$ cat config.mk
export PLATFORM = sky130hd
export DESIGN_NAME = rr_arbiter8_flat
export DESIGN_NICKNAME = d
export VERILOG_FILES = /design/src/rtl/rr_arbiter8_pkg.sv /design/src/rtl/rr_arbiter8_if.sv /design/src/rtl/rr_arbiter8_decoder3e.sv /design/src/rtl/rr_arbiter8.sv /design/src/flat_wrapper.sv
export SDC_FILE = /design/constraint.sdc
export NUM_CORES = 1
export LEC_CHECK = 0
export CAP_MARGIN = 20
export CORE_UTILIZATION = 49
export DETAILED_ROUTE_END_ITERATION = 8
export HOLD_SLACK_MARGIN = 0.02
export PLACE_DENSITY = 0.76
export RECOVER_POWER = 25
export SLEW_MARGIN = 15
export SYNTH_ARGS = -nofsm -noshare
export SYNTH_HDL_FRONTEND = slang
export SYNTH_HIERARCHICAL = 1
export SYNTH_SLANG_ARGS = --single-unit
$ cat constraint.sdc
create_clock -name clk -period 3.1 [get_ports clk]
set_input_delay 0.93 -clock clk [delete_from_list [all_inputs] [get_ports clk]]
set_output_delay 0.93 -clock clk [all_outputs]
set_load 0.03 [all_outputs]
$ cat src/rtl/rr_arbiter8_pkg.sv
// Shared arbiter definitions: requester count, index width, FSM state codes
// and the rotating priority scan reused by arbiters in this directory.
package rr_arbiter8_pkg;

    localparam int unsigned ARB_N  = 8;
    localparam int unsigned ARB_IW = 3;

    typedef enum logic {
        ARB_IDLE  = 1'b0,
        ARB_GRANT = 1'b1
    } arb_state_t;

    // Rotate req so bit ptr lands at position 0, pick the lowest set bit,
    // then rotate the offset back; the 3-bit add wraps 7->0 naturally.
    function automatic logic [ARB_IW-1:0] rr_pick(input logic [ARB_N-1:0]  req,
                                                  input logic [ARB_IW-1:0] ptr);
        logic [2*ARB_N-1:0] dbl;
        logic [ARB_N-1:0]   rot;
        logic [ARB_IW-1:0]  off;
        dbl = {req, req};
        rot = dbl[ptr +: ARB_N];
        off = '0;
        for (int unsigned j = ARB_N; j > 0; j--) begin
            if (rot[j-1]) off = ARB_IW'(j - 1);
        end
        return ptr + off;
    endfunction

endpackage

$ cat src/rtl/rr_arbiter8_if.sv
// Request/grant bundle between the arbiter and its requesters.
interface rr_arbiter8_if;
    import rr_arbiter8_pkg::*;

    logic [ARB_N-1:0]  req;
    logic [ARB_N-1:0]  gnt;
    logic [ARB_IW-1:0] gnt_idx;
    logic              gnt_vld;
    logic              timeout;

    modport master (input req, output gnt, gnt_idx, gnt_vld, timeout);
    modport slave  (output req, input gnt, gnt_idx, gnt_vld, timeout);

endinterface

$ cat src/rtl/rr_arbiter8_decoder3e.sv
// 3-to-8 decoder with enable; e is one-hot at index n when ena, else all zero.
module decoder3e
    import rr_arbiter8_pkg::*;
(
    input  logic [ARB_IW-1:0] n,
    input  logic              ena,
    output logic [ARB_N-1:0]  e
);

    always_comb begin
        e = '0;
        if (ena) e[n] = 1'b1;
    end

endmodule

$ cat src/rtl/rr_arbiter8.sv
// Round-robin arbiter for 8 requesters with bounded hold time; the grant
// vector is decoded straight from the registered holder index.
module rr_arbiter8
    import rr_arbiter8_pkg::*;
#(
    parameter int unsigned MAX_HOLD = 16,
    parameter int unsigned CNT_W    = 5
) (
    input  logic          clk,
    input  logic          clrn,
    rr_arbiter8_if.master bus
);

    localparam logic [CNT_W-1:0] HOLD_MAX = CNT_W'(MAX_HOLD);
    localparam logic [CNT_W-1:0] HOLD_ONE = CNT_W'(1);

    arb_state_t        state, state_nxt;
    logic [ARB_IW-1:0] ptr, ptr_nxt;
    logic [ARB_IW-1:0] idx, idx_nxt;
    logic              vld, vld_nxt;
    logic [CNT_W-1:0]  hold_cnt, cnt_nxt;
    logic              tmo, tmo_nxt;

    always_ff @(posedge clk or negedge clrn) begin
        if (!clrn) begin
            state    <= ARB_IDLE;
            ptr      <= '0;
            idx      <= '0;
            vld      <= 1'b0;
            hold_cnt <= '0;
            tmo      <= 1'b0;
        end else begin
            state    <= state_nxt;
            ptr      <= ptr_nxt;
            idx      <= idx_nxt;
            vld      <= vld_nxt;
            hold_cnt <= cnt_nxt;
            tmo      <= tmo_nxt;
        end
    end

    always_comb begin
        state_nxt = state;
        ptr_nxt   = ptr;
        idx_nxt   = idx;
        vld_nxt   = vld;
        cnt_nxt   = hold_cnt;
        tmo_nxt   = 1'b0;
        case (state)
            ARB_IDLE: begin
                if (|bus.req) begin
                    idx_nxt   = rr_pick(bus.req, ptr);
                    vld_nxt   = 1'b1;
                    cnt_nxt   = HOLD_ONE;
                    state_nxt = ARB_GRANT;
                end
            end
            ARB_GRANT: begin
                if (!bus.req[idx] || hold_cnt == HOLD_MAX) begin
                    vld_nxt   = 1'b0;
                    ptr_nxt   = idx + 1'b1;
                    cnt_nxt   = '0;
                    state_nxt = ARB_IDLE;
                    // Releasing with req still high can only be the hold limit.
                    tmo_nxt   = bus.req[idx];
                end else begin
                    cnt_nxt = hold_cnt + 1'b1;
                end
            end
        endcase
    end

    always_comb begin
        bus.gnt_idx = idx;
        bus.gnt_vld = vld;
        bus.timeout = tmo;
    end

    decoder3e u_dec (
        .n   (idx),
        .ena (vld),
        .e   (bus.gnt)
    );

endmodule
$ cat src/flat_wrapper.sv
// flat-port wrapper written by rule: the top's interface ports become plain ports
module rr_arbiter8_flat import rr_arbiter8_pkg::*;
#(
    parameter int unsigned MAX_HOLD = 16,
    parameter int unsigned CNT_W    = 5
)
  (clk, clrn, bus_req, bus_gnt, bus_gnt_idx, bus_gnt_vld, bus_timeout);
  rr_arbiter8_if bus_i ();
  input  logic clk;
  input  logic clrn;
  input wire logic [$bits(bus_i.req)-1:0] bus_req;
  output wire logic [$bits(bus_i.gnt)-1:0] bus_gnt;
  output wire logic [$bits(bus_i.gnt_idx)-1:0] bus_gnt_idx;
  output wire logic [$bits(bus_i.gnt_vld)-1:0] bus_gnt_vld;
  output wire logic [$bits(bus_i.timeout)-1:0] bus_timeout;
  assign bus_i.req = bus_req;
  assign bus_gnt = bus_i.gnt;
  assign bus_gnt_idx = bus_i.gnt_idx;
  assign bus_gnt_vld = bus_i.gnt_vld;
  assign bus_timeout = bus_i.timeout;
  rr_arbiter8 #(.MAX_HOLD(MAX_HOLD), .CNT_W(CNT_W)) u_core (.clk(clk), .clrn(clrn), .bus(bus_i));
endmodule
==> results.md <==
- Switching power: approximately 1 mW
- Post-layout net count: around 240
- Slowest stage delay, CP: 0.51 ns
- Number of inserted diodes: 0
- Vias post-DR: roughly 1,600
- Area taken by multi-input logic gates: about 0.0012 mm^2
- Cell area after synthesis: around 0.0016 mm^2
- Antenna violations before repair: 0
- Required time of the worst setup path: between 3 and 4 ns
- Share of the clock period used by the worst path: 0.9923
- Outcome: finished, final reports clean
- Comb pwr share: 0.750
- Wire per inst: approximately 16 um
- CTS tree: built
- Starting density of the core: 0.5180
- Placed instance area: 0.001989 mm^2
- Die outline area: ~0.0035 mm^2
- Relative contribution of the clock network to total power: 0.063
- Via count of the first global-routing pass: 1,499
- Final Hold Fails: 0
- GR Util All Layers: 0.2763
- Cell variety after synth: 56
- Die height: around 59 um
- Number of design rule violations left after detail routing: 0
- Maximum root-to-sink buffer count: 2
- I/O Buffers: 22
- Width of the chip: 58.81 um
- Final number of setup-violating endpoints: 0
- Worst IR Drop VDD: 0.6363 mV
- Met1 Routed Length: roughly 1.8 mm
- Worst setup SP type: input port
- Min-delay worst type: register to register
- Synth warnings: 6
- Core region area: 0.003053 mm^2
- GP Congestion: between 0.8 and 0.9
- Clock root buffer master: sky130_fd_sc_hd__clkbuf_4
- Half-perimeter wire length after placement: around 3.1 mm
- Vias per cell: between 5 and 6
- Synth-to-layout area growth: 37.66%
- Unrepaired setup endpoints after global routing: yes
- Sequential standard cell area: approximately 350 um^2
- Number of levels the H-tree was split into: 1
- Clock tree skew after final layout: around 0.0084 ns
- Number of inserted filler cells in the final layout: 238
- Met3 routed WL: between 200 and 250 um
- Number of core rows: 20
- Wire length of the first global-routing pass: 7.182 mm
- Post-synth EDFFs: 0
- TritonCTS sink count: 14
- Power Internal: about 1.1 mW
- Design area: approximately 0.0022 mm^2
- Critical Path Fanout Max: 3
- Clock Latency Late Sink: slightly below 0.3 ns
- Worst slew pin tran: 0.6684 ns
- Fraction of final layout cells with drive strength greater than 1: 0.4099
- Top-level port count: 23
- Post-DRT Antenna Nets: 0
- Highest metal layer with signal wires: met4
- Cell-by-cell trace of the critical path: buf_8, mux4_2, a211oi_4, o22ai_2, o21ai_1, ha_2, inv_2, fa_2, xnor2_2, and2b_1, o2111ai_2, o211ai_2
- Wirelength, routed: about 4.4 mm
- Net switching fraction of the power: 0.4681
- Final worst slack: about 0.024 ns
- Slowest stage cell on the critical path: sky130_fd_sc_hd__mux4_2
- Crit path kind: input port to register
- Synthesized area divided by synthesized cell count: just over 9 um^2
- LEAKAGE: around 0.9 nW
- Crit. End Element: register
- Number of DRC markers after the initial detailed-route iteration: ~160
- Highest Clock Rate: roughly 330 MHz
- Placement-stage worst setup slack: -0.7268 ns
- Post-synthesis async set-or-reset flop share: 1.000
- Number of buffers created by CTS: 3
- Count of pins over their slew limit: 0
- Pin count of the biggest net entering global routing: 35
- Buffers and inverters on the worst path: 2
- Main synth FF type: sky130_fd_sc_hd__dfrtp_1
- Hold Worst Slack: 0.5255 ns
- Net count after synthesis: 189
- Worst endpoint data arrival time: 3.25 ns
- Power per unit of standard cell area: 983.9 mW/mm^2
- Register bit count reported by yosys: 14
- Final design utilization: 0.7131
- Fin crit period: around 3.1 ns
- Largest delay contributor family on the critical path: compound AO/OA/AOI/OAI gates
- Slew Limit Headroom: 0.5529
- Number of instances in the synthesized netlist: about 170
- Max_cap viols: 0
- Clock transition at the register clock pins on the worst setup and hold paths after CTS: ~0.080 ns
- Share of synthesized area occupied by flip-flops and latches: 0.2215
- Met2 wire length: between 2 and 2.5 mm
- Detailed-router iteration count before antenna repair: 4
- Share of total power in sequential cells: 0.187
- Overall overflow remaining after global route: 0
-- worst register-to-register path, delay by kind of cell (launching register included) --
kind / cells / cell delay (ns)
compound gates: 5 / 0.77
xor+xnor: 1 / 0.17
fa+ha+maj: 2 / 0.53
buf+inv: 1 / 0.04
flops: 1 / 0.51
mux: 1 / 0.60
simple gates: 1 / 0.21
-- cells in the mapped netlist (2+ instances only) --
cell                        n  area share
sky130_fd_sc_hd__xor2_1     3       0.017
sky130_fd_sc_hd__o21ai_1    2      0.0063
sky130_fd_sc_hd__nor3b_1    4       0.019
sky130_fd_sc_hd__buf_2      5       0.016
sky130_fd_sc_hd__nor2b_1    5       0.020
sky130_fd_sc_hd__nor3_1    19       0.060
sky130_fd_sc_hd__and3_1     2      0.0079
sky130_fd_sc_hd__nor4_1     9       0.036
sky130_fd_sc_hd__clkbuf_8   2       0.017
sky130_fd_sc_hd__nand2_1   11       0.026
sky130_fd_sc_hd__a211oi_1   3       0.014
sky130_fd_sc_hd__inv_1      6       0.014
sky130_fd_sc_hd__a21oi_1    6       0.019
sky130_fd_sc_hd__ha_1       4       0.032
sky130_fd_sc_hd__o21ai_0    5       0.016
sky130_fd_sc_hd__clkbuf_1   2      0.0047
sky130_fd_sc_hd__mux2i_1    5       0.032
sky130_fd_sc_hd__mux4_2     3       0.043
sky130_fd_sc_hd__and4bb_2   3       0.024
sky130_fd_sc_hd__nand3_1    2      0.0063
sky130_fd_sc_hd__nand2b_1   8       0.032
sky130_fd_sc_hd__buf_6      2       0.014
sky130_fd_sc_hd__nor3b_2    5       0.040
sky130_fd_sc_hd__mux2_2     4       0.028
sky130_fd_sc_hd__o22ai_1    3       0.012
sky130_fd_sc_hd__and4b_2    3       0.021
sky130_fd_sc_hd__dfrtp_1   14        0.22
sky130_fd_sc_hd__nor2_1     6       0.014
-- metal layers --
| metal | vias to the layer above | track usage |
|---|---|---|
| li1 | 754 | - |
| met1 | 766 | 0.3449 |
| met2 | 49 | 0.4870 |
| met3 | 10 | 0.04176 |
| met4 | 0 | 0.08844 |
| met5 | - | 0 |
-- sequential cells by signal, summed over array words and instances (netlist names) --
name                cells
u_core/hold_cnt         5
u_core/state            1
u_core/bus.timeout      1
u_core/bus.gnt_vld      1
u_core/ptr              3
u_core/bus.gnt_idx      3
-- cells in the final DEF (no fill, tap or decap), types with 2 or more instances in the layout --
cell type                         Yosys  layout
sky130_fd_sc_hd__a21oi_1              6       5
sky130_fd_sc_hd__and3_1               2       2
sky130_fd_sc_hd__and4b_2              3       3
sky130_fd_sc_hd__and4bb_2             3       3
sky130_fd_sc_hd__buf_12               1       2
sky130_fd_sc_hd__buf_2                5       2
sky130_fd_sc_hd__buf_4                1      33
sky130_fd_sc_hd__buf_6                2       2
sky130_fd_sc_hd__buf_8                1       3
sky130_fd_sc_hd__clkbuf_2             0       2
sky130_fd_sc_hd__clkbuf_4             0       3
sky130_fd_sc_hd__clkdlybuf4s50_1      0      13
sky130_fd_sc_hd__dfrtp_1             14      14
sky130_fd_sc_hd__ha_1                 4       3
sky130_fd_sc_hd__inv_1                6       5
sky130_fd_sc_hd__mux2_2               4       4
sky130_fd_sc_hd__mux2i_1              5       2
sky130_fd_sc_hd__mux2i_4              0       2
sky130_fd_sc_hd__mux4_2               3       4
sky130_fd_sc_hd__nand2_1             11      11
sky130_fd_sc_hd__nand2b_1             8       7
sky130_fd_sc_hd__nand3_1              2       2
sky130_fd_sc_hd__nor2_1               6       6
sky130_fd_sc_hd__nor2b_1              5       4
sky130_fd_sc_hd__nor3_1              19      18
sky130_fd_sc_hd__nor3_2               1       2
sky130_fd_sc_hd__nor3b_1              4       3
sky130_fd_sc_hd__nor3b_2              5       5
sky130_fd_sc_hd__nor4_1               9       9
sky130_fd_sc_hd__o21ai_0              5       4
sky130_fd_sc_hd__o21ai_1              2       2
sky130_fd_sc_hd__o22ai_1              3       2
sky130_fd_sc_hd__xor2_1               3       3
-- power groups by stage --
stage	Combinational [mW]	Sequential (mW)	Clock [mW]
global route	1.74	0.419	0.143
detailed placement	1.43	0.404	0
finish	1.61	0.401	0.135
global placement	1.41	0.392	0
floorplan	0.979	0.411	0
CTS	1.50	0.399	0.139
-- metrics by stage --
step	instances	setup TNS (ns)	total power, mW
3_3_place_gp	255	-1.157	1.798
2_1_floorplan	174	-0.1001	1.390
3_5_place_dp	255	-1.284	1.837
4_1_cts	261	0	2.036
6_report	266	0	2.142
5_1_grt	266	-0.09464	2.304
-- cells by family after synthesis --
| group | count (synthesis) | synth area share |
|---|---|---|
| AO/OA/AOI/OAI | 31 | 0.1337 |
| XOR/XNOR | 4 | 0.02216 |
| adder cells (fa/ha/maj) | 5 | 0.04431 |
| buffers and inverters | 20 | 0.09335 |
| flip-flops | 14 | 0.2215 |
| multiplexers | 13 | 0.1195 |
| AND/OR/NAND/NOR | 87 | 0.3655 |
-- final timing paths --
path	from	endpoint	slack (ns)	cells after the start
min reg2reg	u_core/hold_cnt[4]	u_core/hold_cnt[4]	0.53	2
max	bus_req[5]	u_core/bus.gnt_idx[2]	0.02	12
min in group asynchronous	clrn	u_core/ptr[1]	1.10	1
max reg2reg	u_core/ptr[0]	u_core/bus.gnt_idx[2]	0.16	11
max in group asynchronous	clrn	u_core/bus.timeout	1.56	1
min	u_core/hold_cnt[4]	u_core/hold_cnt[4]	0.53	2
-- cell type report --
| class | count | area share |
|---|---|---|
| well taps | 44 | 0.02529 |
| clock buffers | 4 | 0.01667 |
| flip-flops and latches | 14 | 0.1609 |
| multi-input cells | 140 | 0.5500 |
| repair buffers | 58 | 0.2368 |
| inverters | 6 | 0.01034 |
-- repair_timing --
item                       CTS  global route
cloned                       1             0
hold buffers                 0             0
pin swaps                    9             7
setup endpoints to repair    2             1
gates resized for setup     37            32
buffers inserted             1             5
Note: power is estimated with default switching activity, not from simulation.
